[config.mk]
export PLATFORM = sky130hd
export DESIGN_NAME = sseg_scroll_ctrl
export DESIGN_NICKNAME = d
export VERILOG_FILES = /design/src/rtl/sseg_scroll_ctrl.sv
export SDC_FILE = /design/constraint.sdc
export NUM_CORES = 1
export LEC_CHECK = 0
export ABC_AREA = 1
export BUFFER_PORTS_ARGS = -buffer_cell sky130_fd_sc_hd__buf_2
export CAP_MARGIN = 40
export CORE_MARGIN = 2
export CORE_UTILIZATION = 45
export DETAILED_ROUTE_END_ITERATION = 8
export HOLD_SLACK_MARGIN = 0.1
export SYNTH_ARGS = -nofsm -noshare
export SYNTH_HDL_FRONTEND = slang
export SYNTH_SLANG_ARGS = --single-unit
[constraint.sdc]
create_clock -name clk -period 3.2 [get_ports clk]
set_input_delay 0.96 -clock clk [delete_from_list [all_inputs] [get_ports clk]]
set_output_delay 0.96 -clock clk [all_outputs]
set_load 0.02 [all_outputs]
[src/rtl/sseg_scroll_ctrl.sv]
// sseg_scroll_ctrl
//   Message scroller for the 4-digit seven-segment display multiplexer.
//   A message of segment patterns is accepted over a valid/ready stream and
//   stored. A 4-digit window then slides across it, one position every
//   TICK_DIV clocks while `run` is high. After the message come four BLANK
//   positions, so the text scrolls fully off the display before it wraps.
//
// Parameters
//   B        segment pattern width (matches the display mux)
//   DEPTH    maximum message length in symbols (>= 4, power of two)
//   TICK_DIV clk cycles per scroll step (>= 2)
//   BLANK    pattern for an empty digit (all segments off, active-low)
//
// Ports
//   clk, rst              clock; asynchronous active-high reset
//   clear                 synchronous abort back to IDLE; discards the message
//   in_valid/in_ready     message stream handshake
//   in_data/in_last       segment pattern / final symbol of the message
//   run                   1 = scroll, 0 = freeze the window
//   dig3..dig0            leftmost..rightmost digit, to mux in3..in0
//   busy                  controller is not IDLE
//   done                  one-cycle pulse at the end of a one-shot pass
//
// Build option
//   SSEG_SCROLL_ONESHOT_EN  when defined, a step taken from the last window
//                           position returns to IDLE and pulses `done`
//                           instead of wrapping; otherwise `done` is tied 0.

module sseg_scroll_ctrl #(
    parameter int unsigned  B        = 8,
    parameter int unsigned  DEPTH    = 16,
    parameter int unsigned  TICK_DIV = 50_000_000,
    parameter logic [B-1:0] BLANK    = {B{1'b1}}
) (
    input  logic         clk,
    input  logic         rst,
    input  logic         clear,
    input  logic         in_valid,
    output logic         in_ready,
    input  logic [B-1:0] in_data,
    input  logic         in_last,
    input  logic         run,
    output logic [B-1:0] dig3,
    output logic [B-1:0] dig2,
    output logic [B-1:0] dig1,
    output logic [B-1:0] dig0,
    output logic         busy,
    output logic         done
);

    localparam int unsigned IW = $clog2(DEPTH + 4);   // window index / length width
    localparam int unsigned AW = $clog2(DEPTH);       // buffer address width
    localparam int unsigned CW = $clog2(TICK_DIV);    // tick counter width

    typedef enum logic [1:0] {IDLE, LOAD, SCROLL} state_t;

    state_t        state_q, state_d;

    logic [B-1:0]  mem [DEPTH];
    logic [IW-1:0] count_q;   // next write index while loading
    logic [IW-1:0] len_q;     // message length L
    logic [IW-1:0] p_q;       // window start position
    logic [CW-1:0] cnt_q;     // scroll tick counter

    logic          accept;
    logic          at_top;
    logic          at_end;
    logic          tick;
    logic [AW-1:0] waddr;
    logic [IW:0]   span;
    logic [IW:0]   idx [4];
    logic [B-1:0]  win [4];

    assign accept = in_valid && in_ready;
    assign at_top = (count_q == IW'(DEPTH - 1));
    assign at_end = (p_q == len_q + IW'(3));
    assign tick   = (state_q == SCROLL) && run && (cnt_q == CW'(TICK_DIV - 1));
    assign waddr  = (state_q == IDLE) ? '0 : count_q[AW-1:0];

    // ---------------- FSM: state register ----------------
    always_ff @(posedge clk or posedge rst) begin
        if (rst) state_q <= IDLE;
        else     state_q <= state_d;
    end

    // ---------------- FSM: next state ----------------
    always_comb begin
        state_d = state_q;
        if (clear) begin
            state_d = IDLE;
        end else begin
            case (state_q)
                IDLE:    if (accept) state_d = in_last ? SCROLL : LOAD;
                LOAD:    if (accept && (in_last || at_top)) state_d = SCROLL;
                SCROLL: begin
`ifdef SSEG_SCROLL_ONESHOT_EN
                    if (tick && at_end) state_d = IDLE;
`endif
                end
                default: state_d = IDLE;
            endcase
        end
    end

    // ---------------- FSM: outputs ----------------
    always_comb begin
        in_ready = (state_q != SCROLL);
        busy     = (state_q != IDLE);
    end

    // ---------------- message buffer ----------------
    always_ff @(posedge clk) begin
        if (accept && !clear) mem[waddr] <= in_data;
    end

    // ---------------- counters ----------------
    always_ff @(posedge clk or posedge rst) begin
        if (rst) begin
            count_q <= '0;
            len_q   <= '0;
            p_q     <= '0;
            cnt_q   <= '0;
        end else if (clear) begin
            count_q <= '0;
            p_q     <= '0;
            cnt_q   <= '0;
        end else begin
            case (state_q)
                IDLE: begin
                    p_q   <= '0;
                    cnt_q <= '0;
                    if (accept) begin
                        count_q <= IW'(1);
                        len_q   <= IW'(1);
                    end
                end
                LOAD: begin
                    p_q   <= '0;
                    cnt_q <= '0;
                    // len tracks count+1 on every beat, so it is correct
                    // whichever beat turns out to be the last one
                    if (accept) begin
                        count_q <= count_q + IW'(1);
                        len_q   <= count_q + IW'(1);
                    end
                end
                SCROLL: begin
                    if (run) begin
                        if (tick) begin
                            cnt_q <= '0;
                            p_q   <= at_end ? '0 : p_q + IW'(1);
                        end else begin
                            cnt_q <= cnt_q + CW'(1);
                        end
                    end
                end
                default: begin
                    p_q   <= '0;
                    cnt_q <= '0;
                end
            endcase
        end
    end

    // ---------------- window selection ----------------
    // p+k never reaches 2*(L+4), so one conditional subtract implements the
    // modulo; positions at or beyond L read as BLANK.
    assign span = {1'b0, len_q} + (IW+1)'(4);

    always_comb begin
        for (int unsigned k = 0; k < 4; k++) begin
            idx[k] = {1'b0, p_q} + (IW+1)'(k);
            if (idx[k] >= span) idx[k] = idx[k] - span;
            win[k] = (idx[k] < {1'b0, len_q}) ? mem[idx[k][AW-1:0]] : BLANK;
        end
    end

    // ---------------- registered digits ----------------
    always_ff @(posedge clk or posedge rst) begin
        if (rst) begin
            dig3 <= BLANK;
            dig2 <= BLANK;
            dig1 <= BLANK;
            dig0 <= BLANK;
        end else if (state_q == SCROLL) begin
            dig3 <= win[0];
            dig2 <= win[1];
            dig1 <= win[2];
            dig0 <= win[3];
        end else begin
            dig3 <= BLANK;
            dig2 <= BLANK;
            dig1 <= BLANK;
            dig0 <= BLANK;
        end
    end

    // ---------------- end-of-pass pulse ----------------
`ifdef SSEG_SCROLL_ONESHOT_EN
    logic done_q;

    always_ff @(posedge clk or posedge rst) begin
        if (rst) done_q <= 1'b0;
        else     done_q <= !clear && tick && at_end;
    end

    assign done = done_q;
`else
    assign done = 1'b0;
`endif

endmodule

==> results.env, run 1 <==
RUN_STATUS='completed'
FINAL_MIN_PERIOD_OVER_CLOCK_PERIOD=0.966
NUM-FILL-CELLS=2967
N_ANTENNA_CELL=0
MAPPEDNETLISTNETS=1985
LAYOUT.CELLS.MOST_COMMON='sky130_fd_sc_hd__nand2_1'
PRE_CTS_SLACK_NS=0.0198
NETS=2120
SYNTH_ENABLE_FLOP_CELLS=128
SYNTHXORXNORAREAFRAC=0.0172
DR.PASS1.ITERS=5
HOLD_PATH.CLASS='in2async'
REG2REGPATHDEPTH=19
STARTING_DENSITY_OF_THE_CORE=0.454
CRIT_PATH_MAX_FANOUT=14
SYNTHTOLAYOUTAREAGROWTH_PCT=20.6
FINALMAXSLEWVIOLATIONS=0
GRT.TOTAL_USAGE=0.314
PLACED_CELL_AREA_UM2=15900
CRITPATHSLOWESTCELL='sky130_fd_sc_hd__dfrtp_2'
FLOORPLAN.IO_PINS=49
CRITPATHREQUIREDTIME_NS=3.67
GRT.OVERFLOW.TOTAL=0
GRT_MAX_DEGREE=50
H-TREE-DEPTH=1
VIAS_IN_THE_FIRST_GLOBAL_ROUTE=13300
POSTLAYOUTCOREUTIL=0.548
WORSTPATHARRIVAL_NS=3.57
SYN-CELL-AREA_UM2=14200
CRIT_CHAIN='buf_6 > inv_4 > ha_2 > a21oi_4 > xor2_2 > ha_4 > nand2_1 > nand2_1 > nand2_2 > nand3_4 > nand2_4 > o21ai_4 > buf_4 > inv_2 > buf_12 > o211ai_1 > nand3_1 > nand3_1 > nand3_1'
MOSTFREQUENTLAYOUTCELLS='545 x sky130_fd_sc_hd__nand2_1, 410 x sky130_fd_sc_hd__nand3_1, 219 x sky130_fd_sc_hd__inv_1, 128 x sky130_fd_sc_hd__edfxtp_1, 121 x sky130_fd_sc_hd__buf_4'
CRIT_PATH_MAX_CELL_DELAY_NS=0.43
VDD.IR_DROP.WORST_mV=0.445
WORST_REG2REG_STARTPOINT='p_q[1]'
POWER.STATIC_LEAKAGE_nW=7.35
PORT_BUFFERS=47
FINAL-SEQ-AREA_UM2=5760
YOSYS-MUX-AREA-FRACTION=0
ACHIEVABLE-FREQUENCY_GHz=0.323
CTS_TREE='done'
CTS-ROOT-TO-SINK-BUFFERS=3
POST-DP-HPWL_MM=37.7
POST_SYNTH_FA_HA_MAJ_AREA_FRACTION=0.0461
POST-SYNTH-TOP-AREA-CELL='sky130_fd_sc_hd__edfxtp_1'
SYNTH_COMPOUND_AREA_FRAC=0.0927
DETAILROUTE.VIA_COUNT=14500
SYNTHTOPCELLSBYAREA='sky130_fd_sc_hd__edfxtp_1 27%, sky130_fd_sc_hd__nand3_1 15%, sky130_fd_sc_hd__nand2_1 15%'
FP.DIEH_UM=182
KIND_OF_START_POINT_OF_THE_CRITICAL_PATH='register'
DETAIL_ROUTE.VIAS_PER_CELL=5.84
SYNTH_ASYNC_SR_FLOP_SHARE=0.369
WORST_SLACK_NS=0.108
FINAL_ANTENNA_NET_COUNT=0
SYNTH_TOP_FAMILY_BY_AREA='simple AND/OR/NAND/NOR gates'
ROUTED_WIRELENGTH_MM=52.4
SYNTH_SEQ_CELLS=203
DIE_WIDTH_UM=182
GPL.FINAL_WEIGHTED_CONGESTION=0.953
CTS-HOLD-FIX-BUFFERS=0
SYNTH-SEQ-AREA-SHARE=0.405
YOSYS_WARNINGS=0
SYNTHSIMPLEGATEAREAFRAC=0.344
SETUP_VIOLS_FINAL=0
CLKSINKCOUNT=203
SYNTH.DISTINCT_CELLS=42
MULTI_INPUT_AREA_UM2=7500
FINALINSTANCEAREA_UM2=17100
CLK_PIN_SLEW_NS=0.07
LAYOUT_MIN_CYCLE_TIME_NS=3.09
TIMING.CRITICAL_PATH.TO_TYPE='register'
YOSYSTOPAREACELLSHARE=0.270
CLOCK_TREE_ROOT='sky130_fd_sc_hd__clkbuf_16'
CRITPATHMOSTFREQUENTCELL='sky130_fd_sc_hd__nand3_1'
FIRST_PASS_GRT_WIRE_LENGTH_MM=79.5
DRC_ERRORS=0
DIE-AREA_UM2=33000
ROW_COUNT=65
FINAL_LAYOUT_SIZE_SUFFIX_GT1_FRAC=0.177
POST_SYNTH.CELL_AREA_AVG_UM2=7.40
TIMING_HOLD_VIOLATIONS_FINAL=0
CTS_INSERTED_BUFFERS=25
CRITICAL_PATH.REG2REG.ENDPOINT='dig0[4]'
WL_PER_CELL_UM=21.2
CLK-INSERTION-DELAY-LATE_NS=0.55
CORE_UM2=31300
SYNTH_TOP_FLOP_CELL='sky130_fd_sc_hd__edfxtp_1'
CLOCK_SKEW_NS=0.0293
GRT_ANTENNA_BEFORE_REPAIR=0
RSZ_0062_RAISED_AFTER_GLOBAL_ROUTING='true'
POWER_DENSITY_nW_PER_UM2=360
DRTITER0DRC=1899
REG2REG_SLACK_NS=0.11
SYNTHCELLS=1921
CRITICALPATHCATEGORY='reg2reg'
DRV_CAP=0
[repair_timing]
action / 4_1_cts / 5_1_grt
endpoints found under the setup margin: 1 / 32
buffers inserted: 0 / 11
pin swaps: 0 / 25
gates cloned: 0 / 1
gates resized for setup: 1 / 69
[worst max-delay path by stage]
stage | startpoint | endpoint | slack, ns | depth (start not counted)
2_1_floorplan | p_q[0] | dig0[0] | 0.0009 | 17
5_1_grt | p_q[1] | dig1[2] | -0.06 | 23
6_report | p_q[1] | dig0[4] | 0.11 | 19
3_3_place_gp | p_q[0] | dig3[7] | 0.05 | 17
4_1_cts | len_q[2] | dig3[6] | 0.02 | 21
3_5_place_dp | p_q[1] | dig0[5] | 0.02 | 15
[power breakdown]
group | internal [mW] | switching (mW)
clock network | 1.64 | 1.20
logic | 0.141 | 0.326
registers | 2.84 | 0.0206
total | 4.62 | 1.55
[synth_stat cells (all sizes together), types with 2 or more instances]
cell type	n
nor3	20
o21bai	2
inv	230
fa	4
nand2	563
xor2	19
xnor2	9
a211oi	5
clkinv	4
clkbuf	15
nand4	12
dfrtp	43
nor3b	2
o22ai	7
o31ai	2
nor2	81
ha	46
or2	2
edfxtp	128
o21ai	42
dfstp	32
a21oi	38
o211ai	97
nor4	8
nand3	431
buf	75
[final cells by class]
cell class              count  area share
multi-input cells        1395       0.437
flip-flops and latches    203       0.336
repair buffers            197      0.0964
inverters                 234      0.0522
clock buffers              27      0.0375
well taps                 402      0.0293
clock inverters            19      0.0111
[routing by layer]
metal	track usage	wire, µm
met5	0	0
met3	0.0610	5700
met4	0.0953	1400
met1	0.463	23000
met2	0.465	22400
[registers in the layout, indices dropped and copies added, names as in the netlist, 8 cells and up]
name / count
cnt_q: 26
dig3: 8
mem: 128
dig2: 8
dig0: 8
dig1: 8
[kinds of logic (layout without fill, tap and decap cells)]
logic type,count (synthesis),in the layout
simple gates,1120,1121
xor+xnor,28,28
flops,203,203
other cells,1,1
compound gates,195,195
buf+inv,324,477
fa+ha+maj,50,50
[stage by stage]
step	std cells	TNS (ns)	total power, mW	hold slack, ns
after floorplan	1921	0	3.15	0.456
after global placement	2418	0	3.35	0.498
after detailed placement	2419	0	3.36	0.506
after CTS	2465	0	6.19	0.443
after global routing	2477	-0.512	6.36	0.459
final	2477	0	6.17	0.447
[worst max-delay path: cells and delay by family (launching register included)]
family / cells / cell delay (ns)
AO/OA/AOI/OAI: 3 / 0.35
flip-flops: 1 / 0.43
AND/OR/NAND/NOR: 8 / 1.01
buffers and inverters: 5 / 0.56
adder cells (fa/ha/maj): 2 / 0.43
XOR/XNOR: 1 / 0.22
Note: power is estimated with default switching activity, not from simulation.
==> run 2, diff against run 1 <==
--- a/config.mk
+++ b/config.mk
@@ -5,12 +5,12 @@
 export SDC_FILE = /design/constraint.sdc
 export NUM_CORES = 1
 export LEC_CHECK = 0
-export ABC_AREA = 1
-export BUFFER_PORTS_ARGS = -buffer_cell sky130_fd_sc_hd__buf_2
 export CAP_MARGIN = 40
+export CORE_ASPECT_RATIO = 0.5
 export CORE_MARGIN = 2
 export CORE_UTILIZATION = 45
 export DETAILED_ROUTE_END_ITERATION = 8
+export DONT_BUFFER_PORTS = 1
 export HOLD_SLACK_MARGIN = 0.1
 export SYNTH_ARGS = -nofsm -noshare
 export SYNTH_HDL_FRONTEND = slang
==> run 2 against run 1 <==
The flow now finishes with violations (setup timing). First-iteration DRC count fell by 31%. Count of clock-buffer cells in the layout grew 1. Non-clock buffer count is 100 higher. Critical endpoint is now dig0[5].
==> results.env, run 2 <==
SETUP_VIOLS_FINAL=32  # was 0
GPL.FINAL_WEIGHTED_CONGESTION=1.00  # was 0.953
PRE_CTS_SLACK_NS=-0.874  # was 0.0198 ns
POSTLAYOUTCOREUTIL=0.616  # was 0.548
CLOCK_SKEW_NS=0.0166  # was 0.0293 ns
CRIT_PATH_MAX_FANOUT=8  # was 14
CTS-HOLD-FIX-BUFFERS=0  # unchanged
POST_SYNTH.CELL_AREA_AVG_UM2=8.89  # was 7.40 µm²
PLACED_CELL_AREA_UM2=16000  # was 15900 µm²
CRITICALPATHCATEGORY='reg2reg'  # unchanged
LAYOUT_MIN_CYCLE_TIME_NS=3.87  # was 3.09 ns
SYN-CELL-AREA_UM2=13300  # was 14200 µm²
POST-DP-HPWL_MM=36.0  # was 37.7 mm
DIE_WIDTH_UM=247  # was 182 µm
FINALINSTANCEAREA_UM2=17800  # was 17100 µm²
LAYOUT.CELLS.MOST_COMMON='sky130_fd_sc_hd__nand2_1'  # unchanged
FIRST_PASS_GRT_WIRE_LENGTH_MM=76.2  # was 79.5 mm
POWER.STATIC_LEAKAGE_nW=7.15  # was 7.35 nW
REG2REG_SLACK_NS=-0.67  # was 0.11 ns
DETAILROUTE.VIA_COUNT=13300  # was 14.5k
KIND_OF_START_POINT_OF_THE_CRITICAL_PATH='register'  # unchanged
RSZ_0062_RAISED_AFTER_GLOBAL_ROUTING='true'  # unchanged
WL_PER_CELL_UM=23.5  # was 21.2 µm
CLK_PIN_SLEW_NS=0.07  # about the same
SYNTH_TOP_FLOP_CELL='sky130_fd_sc_hd__edfxtp_1'  # unchanged
CTS_TREE='done'  # unchanged
GRT.TOTAL_USAGE=0.324  # was 0.314
NUM-FILL-CELLS=2358  # was 2967
FINALMAXSLEWVIOLATIONS=0  # unchanged
H-TREE-DEPTH=1  # unchanged
TOP_REGISTER='mem'  # unchanged
GRT_ANTENNA_BEFORE_REPAIR=1  # was 0
YOSYS_WARNINGS=0  # unchanged
FINAL_ANTENNA_NET_COUNT=0  # unchanged
DIE-AREA_UM2=30900  # was 33000 µm²
WORST_SLACK_NS=-0.667  # was 0.108 ns
VIAS_IN_THE_FIRST_GLOBAL_ROUTE=13000  # was 13.3k
MAX_FFS_PER_REGISTER=128  # unchanged
FINAL_LAYOUT_SIZE_SUFFIX_GT1_FRAC=0.289  # was 0.177
SYNTH.DISTINCT_CELLS=72  # was 42
CLKSINKCOUNT=203  # unchanged
WORSTPATHARRIVAL_NS=4.32  # was 3.57 ns
FLOORPLAN.IO_PINS=49  # unchanged
TIMING_HOLD_VIOLATIONS_FINAL=0  # unchanged
WORST_HOLD_SLACK_NS=0.382  # was 0.447 ns
SYNTH_ASYNC_SR_FLOP_SHARE=0.369  # unchanged
CRITICAL_PATH.REG2REG.ENDPOINT='dig0[5]'  # was dig0[4]
ACHIEVABLE-FREQUENCY_GHz=0.259  # was 0.323 GHz
PLACEDCELLCOUNT=2045  # was 2419
CRITPATHREQUIREDTIME_NS=3.65  # was 3.67 ns
DETAIL_ROUTE.VIAS_PER_CELL=6.21  # was 5.84
MAX_SLEW_MARGIN=0.613
TIMING.CRITICAL_PATH.TO_TYPE='register'  # unchanged
FP.DIEH_UM=125  # was 182 µm
FINAL.SETUP.TNS_NS=-14.67  # was 0 ns
CLOCK_TREE_ROOT='sky130_fd_sc_hd__clkbuf_16'  # unchanged
DRC_ERRORS=0  # unchanged
SYNTHCELLS=1491  # was 1921
SYNTH_ENABLE_FLOP_CELLS=128  # unchanged
GRT.OVERFLOW.TOTAL=0  # unchanged
STARTING_DENSITY_OF_THE_CORE=0.458  # was 0.454
CLK-INSERTION-DELAY-LATE_NS=0.54  # was 0.55 ns
WORST_REG2REG_STARTPOINT='p_q[1]'  # unchanged
FINAL_CELL_COUNT_NO_FILL=2136  # was 2477
CTS_INSERTED_BUFFERS=21  # was 25
SYNTHTOLAYOUTAREAGROWTH_PCT=34.5  # was 20.6%
CTS-ROOT-TO-SINK-BUFFERS=3  # unchanged
WORST_PIN_SLEW_NS=0.576
DRV_CAP=0  # unchanged
YOSYSTOPAREACELLSHARE=0.290  # was 0.270
REG2REGPATHDEPTH=16  # was 19
DRTITER0DRC=1306  # was 1899
HOLD_PATH.CLASS='in2async'  # unchanged
GRT_MAX_DEGREE=76  # was 50
RUN_STATUS='complete, but fails checks'  # was completed
MOSTFREQUENTLAYOUTCELLS='361 x sky130_fd_sc_hd__nand2_1, 233 x sky130_fd_sc_hd__buf_4, 128 x sky130_fd_sc_hd__edfxtp_1, 118 x sky130_fd_sc_hd__nand3_1, 85 x sky130_fd_sc_hd__a21oi_1'  # was 545 x sky130_fd_sc_hd__nand2_1, 410 x sky130_fd_sc_hd__nand3_1, 219 x sky130_fd_sc_hd__inv_1, 128 x sky130_fd_sc_hd__edfxtp_1, 121 x sky130_fd_sc_hd__buf_4
DR.PASS1.ITERS=6  # was 5
REG_TOP3='mem (128), cnt_q (26)'  # unchanged
CORE_UM2=29000  # was 31300 µm²
PORT_BUFFERS=0  # was 47
VIOLATIONS='setup timing'
POST-SYNTH-TOP-AREA-CELL='sky130_fd_sc_hd__edfxtp_1'  # unchanged
NETS=1794  # was 2120
FINAL_MIN_PERIOD_OVER_CLOCK_PERIOD=1.21  # was 0.966
MAPPEDNETLISTNETS=1555  # was 1985
SYNTH-SEQ-AREA-SHARE=0.435  # was 0.405
ROW_COUNT=44  # was 65
REPORT.POWER.TOTAL_mW=6.57  # was 6.17 mW
VDD.IR_DROP.WORST_mV=0.362  # was 0.445 mV
ROUTED_WIRELENGTH_MM=50.2  # was 52.4 mm
SYNTHTOPCELLSBYAREA='sky130_fd_sc_hd__edfxtp_1 29%, sky130_fd_sc_hd__nand2_1 10%, sky130_fd_sc_hd__dfrtp_1 8.1%'  # was sky130_fd_sc_hd__edfxtp_1 27%, sky130_fd_sc_hd__nand3_1 15%, sky130_fd_sc_hd__nand2_1 15%
SYNTH_SEQ_CELLS=203  # unchanged
YS_TOP_CELLS_BY_COUNT='369 x sky130_fd_sc_hd__nand2_1, 128 x sky130_fd_sc_hd__edfxtp_1, 120 x sky130_fd_sc_hd__nand3_1'  # was 556 x sky130_fd_sc_hd__nand2_1, 427 x sky130_fd_sc_hd__nand3_1, 223 x sky130_fd_sc_hd__inv_1
SYNTH.MOST_COMMON_CELL='sky130_fd_sc_hd__nand2_1'  # unchanged
POWER_DENSITY_nW_PER_UM2=368  # was 360 nW/µm²
==> run 2: final cells by class <==
cell class | instances | area (µm²) | share of cell area
antenna | 1 | 2.50 | 0.000140
timing repair buffer | 297 | 2820 | 0.158
multi-input combinational | 1169 | 7910 | 0.443
clock buffer | 28 | 603 | 0.0338
inverter | 38 | 158 | 0.00884
clock inverter | 9 | 85.1 | 0.00477
tap | 391 | 489 | 0.0274
sequential | 203 | 5760 | 0.323
==> run 2: critical path, cell delays in order, from the launching register on <==
cell and delay, ns:
sky130_fd_sc_hd__dfrtp_2 0.40, sky130_fd_sc_hd__clkinvlp_4 0.16, sky130_fd_sc_hd__ha_4 0.32, sky130_fd_sc_hd__clkinvlp_4 0.11, sky130_fd_sc_hd__fa_2 0.38, sky130_fd_sc_hd__nor2_2 0.10, sky130_fd_sc_hd__a21oi_2 0.07, sky130_fd_sc_hd__o41ai_4 0.30
sky130_fd_sc_hd__mux2_4 0.36, sky130_fd_sc_hd__ha_4 0.22, sky130_fd_sc_hd__a21o_1 0.16, sky130_fd_sc_hd__a211oi_2 0.17, sky130_fd_sc_hd__nand2_1 0.12, sky130_fd_sc_hd__nor3_4 0.16, sky130_fd_sc_hd__buf_12 0.16, sky130_fd_sc_hd__o221ai_2 0.08
sky130_fd_sc_hd__or4_1 0.50
==> run 2: cells by family after synthesis <==
logic type,share of synthesized area
compound gates,0.148
xor+xnor,0.0337
buf+inv,0.0361
flops,0.435
other cells,0.000283
mux,0.0698
simple gates,0.228
fa+ha+maj,0.0495
==> run 2: where the power goes <==
group / internal, mW / switching [mW]
Sequential: 2.83 / 0.0427
Clock: 1.42 / 1.14
Combinational: 0.509 / 0.629
Total: 4.76 / 1.81
==> run 2: worst max-delay path by stage <==
| stage | startpoint | endpoint | slack, ns | depth (start not counted) |
|---|---|---|---|---|
| 2_1_floorplan | p_q[1] | dig0[6] | -1.42 | 17 |
| 3_3_place_gp | p_q[1] | dig0[6] | -0.78 | 18 |
| 3_5_place_dp | p_q[1] | dig0[6] | -0.87 | 16 |
| 4_1_cts | p_q[2] | dig0[6] | -0.64 | 20 |
| 5_1_grt | p_q[1] | dig0[5] | -0.81 | 18 |
| 6_report | p_q[1] | dig0[5] | -0.67 | 16 |
==> run 2: layer usage <==
| metal | part of all wire | global-route usage |
|---|---|---|
| met1 | 0.41 | 0.441 |
| met2 | 0.45 | 0.512 |
| met3 | 0.098 | 0.0631 |
| met4 | 0.041 | 0.125 |
| met5 | 0 | 0 |
==> run 2: repair_timing <==
action | in CTS | in global routing
gates resized for setup | 123 | 26
setup buffers | 39 | 14
gates cloned | 0 | 2
endpoints found under the setup margin | 32 | 32
pin swaps | 46 | 18
hold endpoints to repair | 0 | 0
==> run 3, diff against run 2 <==
--- a/config.mk
+++ b/config.mk
@@ -12,6 +12,9 @@
 export DETAILED_ROUTE_END_ITERATION = 8
 export DONT_BUFFER_PORTS = 1
 export HOLD_SLACK_MARGIN = 0.1
+export REMOVE_ABC_BUFFERS = 1
+export SKIP_LAST_GASP = 1
+export SLEW_MARGIN = 20
 export SYNTH_ARGS = -nofsm -noshare
 export SYNTH_HDL_FRONTEND = slang
 export SYNTH_SLANG_ARGS = --single-unit
==> run 3 against run 2 <==
Cell count down 0.80%. Clock power down 3%. The run still ends with setup timing left. Sequential share of layout area up 0.67 points. Hold slack better by 0.012 ns. Non-clock buffer count down 18. Critical endpoint is now dig0[4]. Largest cell class unchanged. Highest routed layer unchanged.
==> results.env, run 3 (synthesis results as in run 2) <==
CLOCK_SKEW_NS=0.0316  # was 0.0166 ns
GRT.TOTAL_USAGE=0.337  # was 0.324
WORST_SLACK_NS=-0.608  # was -0.667 ns
WORSTPATHARRIVAL_NS=4.24  # was 4.32 ns
KIND_OF_START_POINT_OF_THE_CRITICAL_PATH='register'  # unchanged
STARTING_DENSITY_OF_THE_CORE=0.458  # unchanged
POWER.SEQUENTIAL.FRACTION=0.446  # was 0.438
CLK_PIN_SLEW_NS=0.07  # about the same
REG_TOP3='mem (128), cnt_q (26)'  # unchanged
CTS-ROOT-TO-SINK-BUFFERS=3  # unchanged
REG2REGPATHDEPTH=18  # was 16
FINAL-SEQ-AREA_UM2=5760  # about the same
GRT_MAX_DEGREE=47  # was 76
CRITICAL_PATH.REG2REG.ENDPOINT='dig0[4]'  # was dig0[5]
POWER.SHARE.SWITCHING=0.275  # about the same
CLKSINKCOUNT=203  # unchanged
NETS=1777  # was 1794
RUN_STATUS='complete, but fails checks'  # unchanged
ACHIEVABLE-FREQUENCY_GHz=0.263  # was 0.259 GHz
DETAIL_ROUTE.VIAS_PER_CELL=6.20  # was 6.21
POST-DP-HPWL_MM=34.7  # was 36.0 mm
NETSWITCHINGPOWER_mW=1.77  # was 1.81 mW
MAX_SLEW_MARGIN=0.550  # was 0.613
POWER_DENSITY_nW_PER_UM2=369  # was 368 nW/µm²
TIMING_HOLD_VIOLATIONS_FINAL=0  # unchanged
MULTI_INPUT_AREA_UM2=7780  # was 7910 µm²
TOP_REGISTER='mem'  # unchanged
SYNTHTOLAYOUTAREAGROWTH_PCT=31.7  # was 34.5%
PWR-SHARE-COMB=0.170  # was 0.173
DRC_ERRORS=0  # unchanged
RSZ_0062_RAISED_AFTER_GLOBAL_ROUTING='true'  # unchanged
STARTPOINT='p_q[1]'  # unchanged
VIAS_IN_THE_FIRST_GLOBAL_ROUTE=12700  # was 13.0k
N_ANTENNA_CELL=0  # was 1
PORT_BUFFERS=0  # unchanged
CRIT_PATH_MAX_FANOUT=8  # unchanged
WL_PER_CELL_UM=24.6  # was 23.5 µm
CLK-INSERTION-DELAY-LATE_NS=0.55  # was 0.54 ns
DIE-AREA_UM2=30900  # unchanged
WORST_HOLD_SLACK_NS=0.394  # was 0.382 ns
SETUP_VIOLS_FINAL=32  # unchanged
H-TREE-DEPTH=1  # unchanged
WORST_REG2REG_STARTPOINT='p_q[1]'  # unchanged
VDD.IR_DROP.WORST_mV=0.338  # was 0.362 mV
FLOORPLAN.IO_PINS=49  # unchanged
CLOCK_POWER_SHARE=0.384  # was 0.389
POWER_REPORT.INTERNAL_TOTAL_mW=4.67  # was 4.76 mW
CLOCK_TREE_ROOT='sky130_fd_sc_hd__clkbuf_16'  # unchanged
CTS_TREE='done'  # unchanged
NUM-FILL-CELLS=2500  # was 2358
VIOLATIONS='setup timing'  # unchanged
DR.PASS1.ITERS=6  # unchanged
POWER.STATIC_LEAKAGE_nW=7.03  # was 7.15 nW
ROUTED_WIRELENGTH_MM=52.2  # was 50.2 mm
GPL.FINAL_WEIGHTED_CONGESTION=0.967  # was 1.00
REPORT.POWER.TOTAL_mW=6.44  # was 6.57 mW
CTS_INSERTED_BUFFERS=22  # was 21
MAX_FFS_PER_REGISTER=128  # unchanged
MOSTFREQUENTLAYOUTCELLS='363 x sky130_fd_sc_hd__nand2_1, 231 x sky130_fd_sc_hd__buf_4, 128 x sky130_fd_sc_hd__edfxtp_1, 118 x sky130_fd_sc_hd__nand3_1, 93 x sky130_fd_sc_hd__a21oi_1'  # was 361 x sky130_fd_sc_hd__nand2_1, 233 x sky130_fd_sc_hd__buf_4, 128 x sky130_fd_sc_hd__edfxtp_1, 118 x sky130_fd_sc_hd__nand3_1, 85 x sky130_fd_sc_hd__a21oi_1
FINAL_LAYOUT_SIZE_SUFFIX_GT1_FRAC=0.267  # was 0.289
CRITPATHREQUIREDTIME_NS=3.63  # was 3.65 ns
FINAL_ANTENNA_NET_COUNT=0  # unchanged
DRV_CAP=0  # unchanged
GRT.MET1_USAGE=0.488  # was 0.441
FINAL_MIN_PERIOD_OVER_CLOCK_PERIOD=1.19  # was 1.21
LAYOUT_MIN_CYCLE_TIME_NS=3.81  # was 3.87 ns
REG2REG_SLACK_NS=-0.61  # was -0.67 ns
FP.DIEH_UM=125  # unchanged
DIE_WIDTH_UM=247  # unchanged
TIMING.CRITICAL_PATH.TO_TYPE='register'  # unchanged
GRT_USE_MET3=0.0818  # was 0.0631
WORST_PIN_SLEW_NS=0.674  # was 0.576 ns
FIRST_PASS_GRT_WIRE_LENGTH_MM=78.0  # was 76.2 mm
FINALMAXSLEWVIOLATIONS=0  # unchanged
HOLD_PATH.CLASS='in2async'  # unchanged
MET2_USAGE=0.486  # was 0.512
POSTLAYOUTCOREUTIL=0.603  # was 0.616
CRITICALPATHCATEGORY='reg2reg'  # unchanged
ROW_COUNT=44  # unchanged
GRT_ANTENNA_BEFORE_REPAIR=0  # was 1
DETAILROUTE.VIA_COUNT=13100  # was 13.3k
GRT.OVERFLOW.TOTAL=0  # unchanged
GRT-BUSIEST-LAYER='met1'  # was met2
LAYOUT.CELLS.MOST_COMMON='sky130_fd_sc_hd__nand2_1'  # unchanged
PRE_CTS_SLACK_NS=-0.987  # was -0.874 ns
CORE_UM2=29000  # unchanged
DRTITER0DRC=1732  # was 1306
==> run 3: changes by cell type in the layout (fill, tap and decap cells not counted), sizes merged <==
cell      change
clkinv        +2
buf          -18
clkinvlp      -2
bufbuf        +2
diode         -1
inv           +1
bufinv        -1
==> run 3: worst max-delay path by stage <==
stage | slack [ns] | end | depth (start not counted)
6_report | -0.61 | dig0[4] | 18
5_1_grt | -0.79 | dig0[7] | 18
4_1_cts | -0.71 | dig0[4] | 17
3_5_place_dp | -0.99 | dig0[5] | 18
3_3_place_gp | -0.91 | dig0[1] | 18
2_1_floorplan | -4.16 | dig0[1] | 13
==> run 3: worst max-delay path, stage by stage, from the launching register on <==
cell and delay (ns):
sky130_fd_sc_hd__dfrtp_1 0.40, sky130_fd_sc_hd__inv_2 0.11, sky130_fd_sc_hd__buf_6 0.12, sky130_fd_sc_hd__ha_4 0.16
sky130_fd_sc_hd__xor2_4 0.18, sky130_fd_sc_hd__inv_2 0.07, sky130_fd_sc_hd__ha_4 0.24, sky130_fd_sc_hd__o21ai_4 0.12
sky130_fd_sc_hd__a21oi_2 0.06, sky130_fd_sc_hd__o41ai_4 0.28, sky130_fd_sc_hd__mux2_4 0.35, sky130_fd_sc_hd__ha_4 0.22
sky130_fd_sc_hd__a21o_1 0.16, sky130_fd_sc_hd__a211oi_2 0.18, sky130_fd_sc_hd__nand2_1 0.09, sky130_fd_sc_hd__nor3_2 0.15
sky130_fd_sc_hd__buf_6 0.22, sky130_fd_sc_hd__o221ai_2 0.10, sky130_fd_sc_hd__or4_1 0.47
==> run 3: repair_timing <==
item | in CTS | in global routing
resized for setup | 98 | 45
cloned | 2 | 0
hold buffers | 0 | 0
hold endpoints to repair | 0 | 0
pin swaps | 31 | 25
endpoints found under the setup margin | 32 | 32
setup buffers | 23 | 13
==> run 3: cell type report <==
cell class | instances | area share
Clock buffer | 30 | 0.0356
Clock inverter | 9 | 0.00315
Inverter | 38 | 0.00831
Sequential cell | 203 | 0.330
Multi-Input combinational cell | 1169 | 0.446
Tap cell | 391 | 0.0280
Timing Repair Buffer | 279 | 0.149
==> run 3: metrics by stage <==
step | setup TNS, ns | instance area [µm²] | cells
finish | -14.70 | 17500 | 2119
global route | -19.59 | 17500 | 2119
CTS | -14.44 | 17100 | 2106
detailed placement | -23.03 | 15700 | 2043
global placement | -19.76 | 15700 | 2043
floorplan | -101.63 | 12900 | 1410
==> run 3: power groups by stage <==
stage | registers, mW | clock network (mW) | logic [mW]
after floorplan | 2.92 | 0 | 0.520
after global placement | 2.93 | 0 | 0.931
after detailed placement | 2.93 | 0 | 0.941
after CTS | 2.87 | 2.49 | 1.03
after global routing | 2.88 | 2.61 | 1.16
final | 2.87 | 2.47 | 1.10
==> run 3: per-layer routing <==
layer,part of all wire,routed length [µm]
met1,0.42,21900
met2,0.41,21600
met3,0.12,6460
met4,0.042,2210
met5,0,0
